<file path="src/rtl/mem_arbiter_if.sv">
// mem_arbiter_if: bundles the fetch port, the data port and the shared memory
// command/response bus of mem_arbiter.
// The slave modport is the arbiter's own view.
// The master modport is the view of the surrounding pipeline plus memory.
interface mem_arbiter_if #(
   parameter int AW = 32
);

   // Instruction-fetch port
   logic          if_req;
   logic [AW-1:0] if_addr;
   logic [31:0]   if_rdata;
   logic          if_valid;
   logic          if_stall;

   // Data load/store port
   logic          dm_req;
   logic          dm_we;
   logic [AW-1:0] dm_addr;
   logic [31:0]   dm_wdata;
   logic [3:0]    dm_be;
   logic [31:0]   dm_rdata;
   logic          dm_valid;
   logic          dm_stall;

   // Shared single-port memory
   logic          mem_req;
   logic          mem_we;
   logic [AW-1:0] mem_addr;
   logic [31:0]   mem_wdata;
   logic [3:0]    mem_be;
   logic [31:0]   mem_rdata;
   logic          mem_ack;

   modport slave (
      input  if_req, if_addr,
      output if_rdata, if_valid, if_stall,
      input  dm_req, dm_we, dm_addr, dm_wdata, dm_be,
      output dm_rdata, dm_valid, dm_stall,
      output mem_req, mem_we, mem_addr, mem_wdata, mem_be,
      input  mem_rdata, mem_ack
   );

   modport master (
      output if_req, if_addr,
      input  if_rdata, if_valid, if_stall,
      output dm_req, dm_we, dm_addr, dm_wdata, dm_be,
      input  dm_rdata, dm_valid, dm_stall,
      input  mem_req, mem_we, mem_addr, mem_wdata, mem_be,
      output mem_rdata, mem_ack
   );

endinterface

</file>
<file path="src/rtl/mem_arbiter.sv">
// mem_arbiter: shares one single-port memory between an instruction-fetch port
// and a data port.
//
// Priority rules:
//  - The data port normally wins, because it belongs to the older instruction
//    in the pipeline.
//  - Optional starvation guard, enabled by defining MEM_ARBITER_STARVE_GUARD_EN.
//    The guard counts data grants made while fetch is waiting. Once the count
//    reaches STARVE_MAX, the next arbitration goes to fetch.
//  - Without the macro, priority is strictly data-first.
//
// Registered outputs:
//  - The memory command is registered and held until mem_ack.
//  - Each completion produces a one-cycle valid pulse.
//  - The read-data outputs hold their last loaded value between transactions.
module mem_arbiter #(
   parameter int AW         = 32,
   parameter int STARVE_MAX = 4
) (
   input logic          clk,
   input logic          rst,
   mem_arbiter_if.slave bus
);

   typedef enum logic [1:0] {
      IDLE    = 2'd0,
      IF_BUSY = 2'd1,
      DM_BUSY = 2'd2
   } state_t;

   state_t state;
   state_t state_next;

   // Registered command and response state
   logic          mem_req_q;
   logic          mem_we_q;
   logic [AW-1:0] mem_addr_q;
   logic [31:0]   mem_wdata_q;
   logic [3:0]    mem_be_q;
   logic          if_valid_q;
   logic          dm_valid_q;
   logic [31:0]   if_rdata_q;
   logic [31:0]   dm_rdata_q;

   // Next values for the above, produced by the output decoder
   logic          mem_req_n;
   logic          mem_we_n;
   logic [AW-1:0] mem_addr_n;
   logic [31:0]   mem_wdata_n;
   logic [3:0]    mem_be_n;
   logic          if_valid_n;
   logic          dm_valid_n;
   logic [31:0]   if_rdata_n;
   logic [31:0]   dm_rdata_n;

   // Arbitration result for the current IDLE cycle
   logic grant_dm;
   logic grant_if;

   // The guard counter is 8 bits at most, so a larger threshold could never be reached
   if (STARVE_MAX < 1 || STARVE_MAX > 255) begin : g_starve_max_check
      $error("mem_arbiter: STARVE_MAX must lie in 1..255");
   end

`ifdef MEM_ARBITER_STARVE_GUARD_EN
   localparam int CNT_W = ($clog2(STARVE_MAX + 1) > 3) ? $clog2(STARVE_MAX + 1) : 3;

   logic [CNT_W-1:0] starve_cnt;
   logic             fetch_due;

   assign fetch_due = (starve_cnt == CNT_W'(STARVE_MAX));

   // Count data grants made while fetch waits; any fetch grant clears the count
   always_ff @(posedge clk) begin
      if (rst) begin
         starve_cnt <= '0;
      end else if (grant_if) begin
         starve_cnt <= '0;
      end else if (grant_dm && bus.if_req && !fetch_due) begin
         starve_cnt <= starve_cnt + CNT_W'(1);
      end
   end
`endif

   // Decide the winner in IDLE.
   // Raw request levels are used here, so a requester still high at the edge
   // closing its valid cycle is served again.
   // This lets a streaming data port issue back-to-back accesses.
   always_comb begin
      grant_dm = 1'b0;
      grant_if = 1'b0;
      if (state == IDLE) begin
`ifdef MEM_ARBITER_STARVE_GUARD_EN
         grant_dm = bus.dm_req && !(fetch_due && bus.if_req);
`else
         grant_dm = bus.dm_req;
`endif
         grant_if = bus.if_req && !grant_dm;
      end
   end

   // State register
   always_ff @(posedge clk) begin
      if (rst) begin
         state <= IDLE;
      end else begin
         state <= state_next;
      end
   end

   // Next-state logic.
   // A BUSY state is left only on mem_ack; in IDLE an ack does nothing.
   always_comb begin
      state_next = state;
      case (state)
         IDLE: begin
            if (grant_dm) begin
               state_next = DM_BUSY;
            end else if (grant_if) begin
               state_next = IF_BUSY;
            end
         end
         IF_BUSY: begin
            if (bus.mem_ack) begin
               state_next = IDLE;
            end
         end
         DM_BUSY: begin
            if (bus.mem_ack) begin
               state_next = IDLE;
            end
         end
         default: state_next = IDLE;
      endcase
   end

   // Output decoder: load a command on a grant and retire it on mem_ack.
   // Anything not touched holds its value, so the command stays frozen while busy.
   always_comb begin
      mem_req_n   = mem_req_q;
      mem_we_n    = mem_we_q;
      mem_addr_n  = mem_addr_q;
      mem_wdata_n = mem_wdata_q;
      mem_be_n    = mem_be_q;
      if_valid_n  = 1'b0;
      dm_valid_n  = 1'b0;
      if_rdata_n  = if_rdata_q;
      dm_rdata_n  = dm_rdata_q;
      case (state)
         IDLE: begin
            if (grant_dm) begin
               mem_req_n   = 1'b1;
               mem_we_n    = bus.dm_we;
               mem_addr_n  = bus.dm_addr;
               mem_wdata_n = bus.dm_wdata;
               mem_be_n    = bus.dm_be;
            end else if (grant_if) begin
               mem_req_n   = 1'b1;
               mem_we_n    = 1'b0;
               mem_addr_n  = bus.if_addr;
               mem_be_n    = 4'hF;
            end
         end
         IF_BUSY: begin
            if (bus.mem_ack) begin
               mem_req_n  = 1'b0;
               if_valid_n = 1'b1;
               if_rdata_n = bus.mem_rdata;
            end
         end
         DM_BUSY: begin
            if (bus.mem_ack) begin
               mem_req_n  = 1'b0;
               dm_valid_n = 1'b1;
               if (!mem_we_q) begin
                  dm_rdata_n = bus.mem_rdata;
               end
            end
         end
         default: mem_req_n = 1'b0;
      endcase
   end

   // Command/response registers.
   // Reset abandons any access in flight and clears all of them.
   always_ff @(posedge clk) begin
      if (rst) begin
         mem_req_q   <= 1'b0;
         mem_we_q    <= 1'b0;
         mem_addr_q  <= '0;
         mem_wdata_q <= '0;
         mem_be_q    <= 4'h0;
         if_valid_q  <= 1'b0;
         dm_valid_q  <= 1'b0;
         if_rdata_q  <= '0;
         dm_rdata_q  <= '0;
      end else begin
         mem_req_q   <= mem_req_n;
         mem_we_q    <= mem_we_n;
         mem_addr_q  <= mem_addr_n;
         mem_wdata_q <= mem_wdata_n;
         mem_be_q    <= mem_be_n;
         if_valid_q  <= if_valid_n;
         dm_valid_q  <= dm_valid_n;
         if_rdata_q  <= if_rdata_n;
         dm_rdata_q  <= dm_rdata_n;
      end
   end

   assign bus.mem_req   = mem_req_q;
   assign bus.mem_we    = mem_we_q;
   assign bus.mem_addr  = mem_addr_q;
   assign bus.mem_wdata = mem_wdata_q;
   assign bus.mem_be    = mem_be_q;
   assign bus.if_valid  = if_valid_q;
   assign bus.dm_valid  = dm_valid_q;
   assign bus.if_rdata  = if_rdata_q;
   assign bus.dm_rdata  = dm_rdata_q;

   // A port stalls while it requests and its completion is not being signalled
   assign bus.if_stall  = bus.if_req & ~if_valid_q;
   assign bus.dm_stall  = bus.dm_req & ~dm_valid_q;

endmodule

</file>
<file path="src/flat_wrapper.sv">
// flat-port wrapper written by rule: the top's interface ports become plain ports
module mem_arbiter_flat 
#(
   parameter int AW         = 32,
   parameter int STARVE_MAX = 4
)
  (clk, rst, bus_if_req, bus_if_addr, bus_if_rdata, bus_if_valid, bus_if_stall, bus_dm_req, bus_dm_we, bus_dm_addr, bus_dm_wdata, bus_dm_be, bus_dm_rdata, bus_dm_valid, bus_dm_stall, bus_mem_req, bus_mem_we, bus_mem_addr, bus_mem_wdata, bus_mem_be, bus_mem_rdata, bus_mem_ack);
  mem_arbiter_if #(.AW(AW)) bus_i ();
  input logic clk;
  input logic rst;
  input wire logic [$bits(bus_i.if_req)-1:0] bus_if_req;
  input wire logic [$bits(bus_i.if_addr)-1:0] bus_if_addr;
  output wire logic [$bits(bus_i.if_rdata)-1:0] bus_if_rdata;
  output wire logic [$bits(bus_i.if_valid)-1:0] bus_if_valid;
  output wire logic [$bits(bus_i.if_stall)-1:0] bus_if_stall;
  input wire logic [$bits(bus_i.dm_req)-1:0] bus_dm_req;
  input wire logic [$bits(bus_i.dm_we)-1:0] bus_dm_we;
  input wire logic [$bits(bus_i.dm_addr)-1:0] bus_dm_addr;
  input wire logic [$bits(bus_i.dm_wdata)-1:0] bus_dm_wdata;
  input wire logic [$bits(bus_i.dm_be)-1:0] bus_dm_be;
  output wire logic [$bits(bus_i.dm_rdata)-1:0] bus_dm_rdata;
  output wire logic [$bits(bus_i.dm_valid)-1:0] bus_dm_valid;
  output wire logic [$bits(bus_i.dm_stall)-1:0] bus_dm_stall;
  output wire logic [$bits(bus_i.mem_req)-1:0] bus_mem_req;
  output wire logic [$bits(bus_i.mem_we)-1:0] bus_mem_we;
  output wire logic [$bits(bus_i.mem_addr)-1:0] bus_mem_addr;
  output wire logic [$bits(bus_i.mem_wdata)-1:0] bus_mem_wdata;
  output wire logic [$bits(bus_i.mem_be)-1:0] bus_mem_be;
  input wire logic [$bits(bus_i.mem_rdata)-1:0] bus_mem_rdata;
  input wire logic [$bits(bus_i.mem_ack)-1:0] bus_mem_ack;
  assign bus_i.if_req = bus_if_req;
  assign bus_i.if_addr = bus_if_addr;
  assign bus_if_rdata = bus_i.if_rdata;
  assign bus_if_valid = bus_i.if_valid;
  assign bus_if_stall = bus_i.if_stall;
  assign bus_i.dm_req = bus_dm_req;
  assign bus_i.dm_we = bus_dm_we;
  assign bus_i.dm_addr = bus_dm_addr;
  assign bus_i.dm_wdata = bus_dm_wdata;
  assign bus_i.dm_be = bus_dm_be;
  assign bus_dm_rdata = bus_i.dm_rdata;
  assign bus_dm_valid = bus_i.dm_valid;
  assign bus_dm_stall = bus_i.dm_stall;
  assign bus_mem_req = bus_i.mem_req;
  assign bus_mem_we = bus_i.mem_we;
  assign bus_mem_addr = bus_i.mem_addr;
  assign bus_mem_wdata = bus_i.mem_wdata;
  assign bus_mem_be = bus_i.mem_be;
  assign bus_i.mem_rdata = bus_mem_rdata;
  assign bus_i.mem_ack = bus_mem_ack;
  mem_arbiter #(.AW(AW), .STARVE_MAX(STARVE_MAX)) u_core (.clk(clk), .rst(rst), .bus(bus_i));
endmodule
</file>
<file path="config.mk">
export PLATFORM = sky130hd
export DESIGN_NAME = mem_arbiter_flat
export DESIGN_NICKNAME = d
export VERILOG_FILES = /design/src/rtl/mem_arbiter_if.sv /design/src/rtl/mem_arbiter.sv /design/src/flat_wrapper.sv
export SDC_FILE = /design/constraint.sdc
export NUM_CORES = 1
export LEC_CHECK = 0
export BUFFER_PORTS_ARGS = -buffer_cell sky130_fd_sc_hd__buf_2
export CAP_MARGIN = 20
export CORE_MARGIN = 2
export CORE_UTILIZATION = 46
export CTS_CLUSTER_SIZE = 16
export DETAILED_ROUTE_END_ITERATION = 8
export GPL_TIMING_DRIVEN = 0
export PLACE_DENSITY = 0.85
export SYNTH_ARGS = -nofsm -noshare
export SYNTH_HDL_FRONTEND = slang
export SYNTH_SLANG_ARGS = --single-unit
</file>
<file path="constraint.sdc">
create_clock -name clk -period 1.8 [get_ports clk]
set_clock_uncertainty 0.1 [all_clocks]
set_input_delay 0.36 -clock clk [delete_from_list [all_inputs] [get_ports clk]]
set_output_delay 0.36 -clock clk [all_outputs]
set_load 0.05 [all_outputs]
</file>
==> impl_metrics.json <==
{
  "status": "complete, no violations",
  "gp_congestion": 0.8478,
  "worst-endpoint-required_ns": 1.34,
  "dieArea_mm2": 0.01273,
  "synth-seq-cells": 138,
  "port-buffer-count": 274,
  "synth_top_area_share_pct": 50.72,
  "ctsHoldBuffers": 0,
  "path_cells": "buf_2 -> buf_6 -> inv_1 -> clkbuf_2 -> nor2_2 -> buf_2",
  "grt_pass1_wl_mm": 25.83,
  "netlist_instances": 651,
  "cp_max_fo": 10,
  "synth_area_mm2": 0.005446,
  "synth.yosys.seq_area_share_pct": 50.72,
  "post_dp_cell_area_mm2": 0.006999,
  "num_vias": 5617,
  "worst_slack_ns": 0.07035,
  "p_per_area_mw_per_mm2": 1841,
  "maxSlewViolCount": 0,
  "synth_top_cell_by_area": "dfxtp_1",
  "hold_viol": 0,
  "track_usage_pct": 25.23,
  "max_clock_freq_mhz": 578.2,
  "routed_via_density": 5.111,
  "cts_tree": "done",
  "tightest_slew_ns": 0.7043,
  "synth_edf_count": 0,
  "synth_warnings": 0,
  "cts_inserted_buffers": 17,
  "mostFrequentLayoutCells": "292 x buf_2, 194 x nand2_1, 137 x dfxtp_1",
  "cp_slowest_cell": "buf_2",
  "wirelength_mm": 16.37,
  "final_util_pct": 66.60,
  "cp_common_cell": "buf_2",
  "clkTransAtPathRegs_ns": 0.05,
  "synthArstFlopShare_pct": 0,
  "period_minus_slack_ns": 1.730,
  "ioPinCount": 276,
  "rsz0062_at_grt": "no",
  "worst-path-buf-inv": 5,
  "first_pass_iters": 7,
  "power_leakage_uw": 0.003525,
  "critPathLaunchType": "input pin",
  "hp-class": "input pin to register",
  "syn_nets": 793,
  "reg2reg_depth": 8,
  "area_delta_synth_final_pct": 40.23,
  "crit_cells": 6,
  "grt_pass1_vias": 5367,
  "cp_top_family": "buffers and inverters",
  "cts-root-buf": "clkbuf_16",
  "synthFlopType": "dfxtp_1",
  "chipWidth_um": 112.8,
  "syn_area_per_cell_um2": 8.366,
  "die_h_um": 112.8,
  "ctsResizeCount": 1,
  "rows": 39,
  "path_class": "input pin to primary output",
  "overflow": 0,
  "setup_viol": 0,
  "h-tree-depth": 4,
  "worst_setup_path_end_kind": "primary output",
  "hold_depth": 3,
  "worstSkewPairLatency_ns": 0.41,
  "post_drt_wl_per_cell_um": 14.89,
  "synth_area_leaders": "dfxtp_1 51%, nand2_1 13%, a21oi_1 9.0%",
  "drive_gt1_share_pct": 39.33,
  "setup_tns_ns": 0,
  "hpwl_mm": 12.11,
  "grt_max_degree": 17,
  "core_mm2": 0.01147,
  "initial_core_util_pct": 47.50,
  "stdcell_count": 1099,
  "relSlewSlack_pct": 53.05,
  "max_cap_violations": 0,
  "min_period_over_period_pct": 96.09,
  "n_antenna_cell": 0,
  "dp.cells": 1068,
  "drc": 0,
  "worstPathArrival_ns": 1.27,
  "ant_nets": 0,
  "clockBufferDepth": 2,
  "first_iter_violations": 363,
  "final_area_mm2": 0.007637,
  "nets": 1085,
  "fillers": 986,
  "final_common_cell": "buf_2",
  "peakVddDrop_mv": 1.260,
  "max_stage_delay_ns": 0.26,
  "cts_setup_buffers": 0,
  "ys_types": 31,
  "tritoncts_num_sinks": 138,
  "place_ws_ns": 0.003193,
  "antenna_found_initial": 0
}
==> cell usage after synthesis (all sizes together) (2+ instances only) <==
cell type    n
clkbuf      27
a31oi        2
a21oi       98
buf         28
or3b        31
nor2b        2
nand2      195
ha           4
inv          4
o21ai       31
nor2        38
a211oi      32
nand2b       2
o22ai        5
dfxtp      138
and2         3
nand3        3
==> per-stage QoR <==
stage          hold slack, ns  total power [uW]
6_report              0.08177             14060
5_1_grt               0.08001             14720
4_1_cts               0.06801             14030
3_5_place_dp           0.3430             10440
3_3_place_gp           0.3386             10310
2_1_floorplan          0.3875              8949
==> report_power, final <==
group | switching, uW | total [uW] | internal (uW)
Sequential | 358 | 4150 | 3790
Combinational | 4610 | 6320 | 1700
Clock | 1300 | 3590 | 2290
Total | 6270 | 14100 | 7790
==> area by class of cell <==
cell class | instances | area (um^2) | area share [%]
Clock inverter | 10 | 140.1 | 1.835
Sequential cell | 138 | 2764 | 36.19
Timing Repair Buffer | 274 | 1371 | 17.96
Inverter | 4 | 15.01 | 0.1966
Multi-Input combinational cell | 454 | 2395 | 31.36
Buffer | 54 | 299.0 | 3.915
Clock buffer | 22 | 474.2 | 6.209
Tap cell | 143 | 178.9 | 2.343
==> metal layers <==
layer	global-route usage [%]	up-vias	wire, um
met5	0	-	0
met1	28.83	2580	6525
met3	7.659	35	1236
met2	44.07	234	8237
li1	-	2768	-
met4	10.08	0	369
==> worst reg2reg max path, delay by kind of cell (launching register included) <==
kind / cells / cell delay [ns]
and+or+nand+nor: 1 / 0.15
buffers and inverters: 4 / 0.58
DFF: 1 / 0.35
AOI/OAI and AO/OA: 2 / 0.19
adders and majority gates: 1 / 0.20
==> cells by family (layout without fill, tap and decap cells) <==
group / after synthesis / count (layout) / synth area share [%]
fa+ha+maj: 4 / 4 / 0.9189
flops: 138 / 138 / 50.72
buf+inv: 59 / 364 / 5.399
simple gates: 278 / 278 / 22.72
compound gates: 172 / 172 / 20.24
==> worst paths after layout <==
path,from,slack [ns],endpoint
max,bus_dm_req,0.07,bus_dm_stall
max reg2reg,u_core.state[0],0.09,u_core.bus.mem_addr[6]
min,bus_dm_be[3],0.08,u_core.bus.mem_be[3]
min reg2reg,u_core.bus.mem_wdata[3],0.35,u_core.bus.mem_wdata[3]
==> registers in the layout, summed over array words and instances, names as in the netlist <==
| name | count |
|---|---|
| u_core.bus.dm_rdata | 32 |
| u_core.bus.if_rdata | 32 |
| u_core.bus.mem_addr | 32 |
| u_core.bus.mem_wdata | 32 |
| u_core.bus.mem_be | 4 |
| u_core.state | 2 |
| u_core.bus.dm_valid | 1 |
| u_core.bus.if_valid | 1 |
| u_core.bus.mem_req | 1 |
| u_core.bus.mem_we | 1 |
No activity file was read; power rests on OpenSTA's default activity.
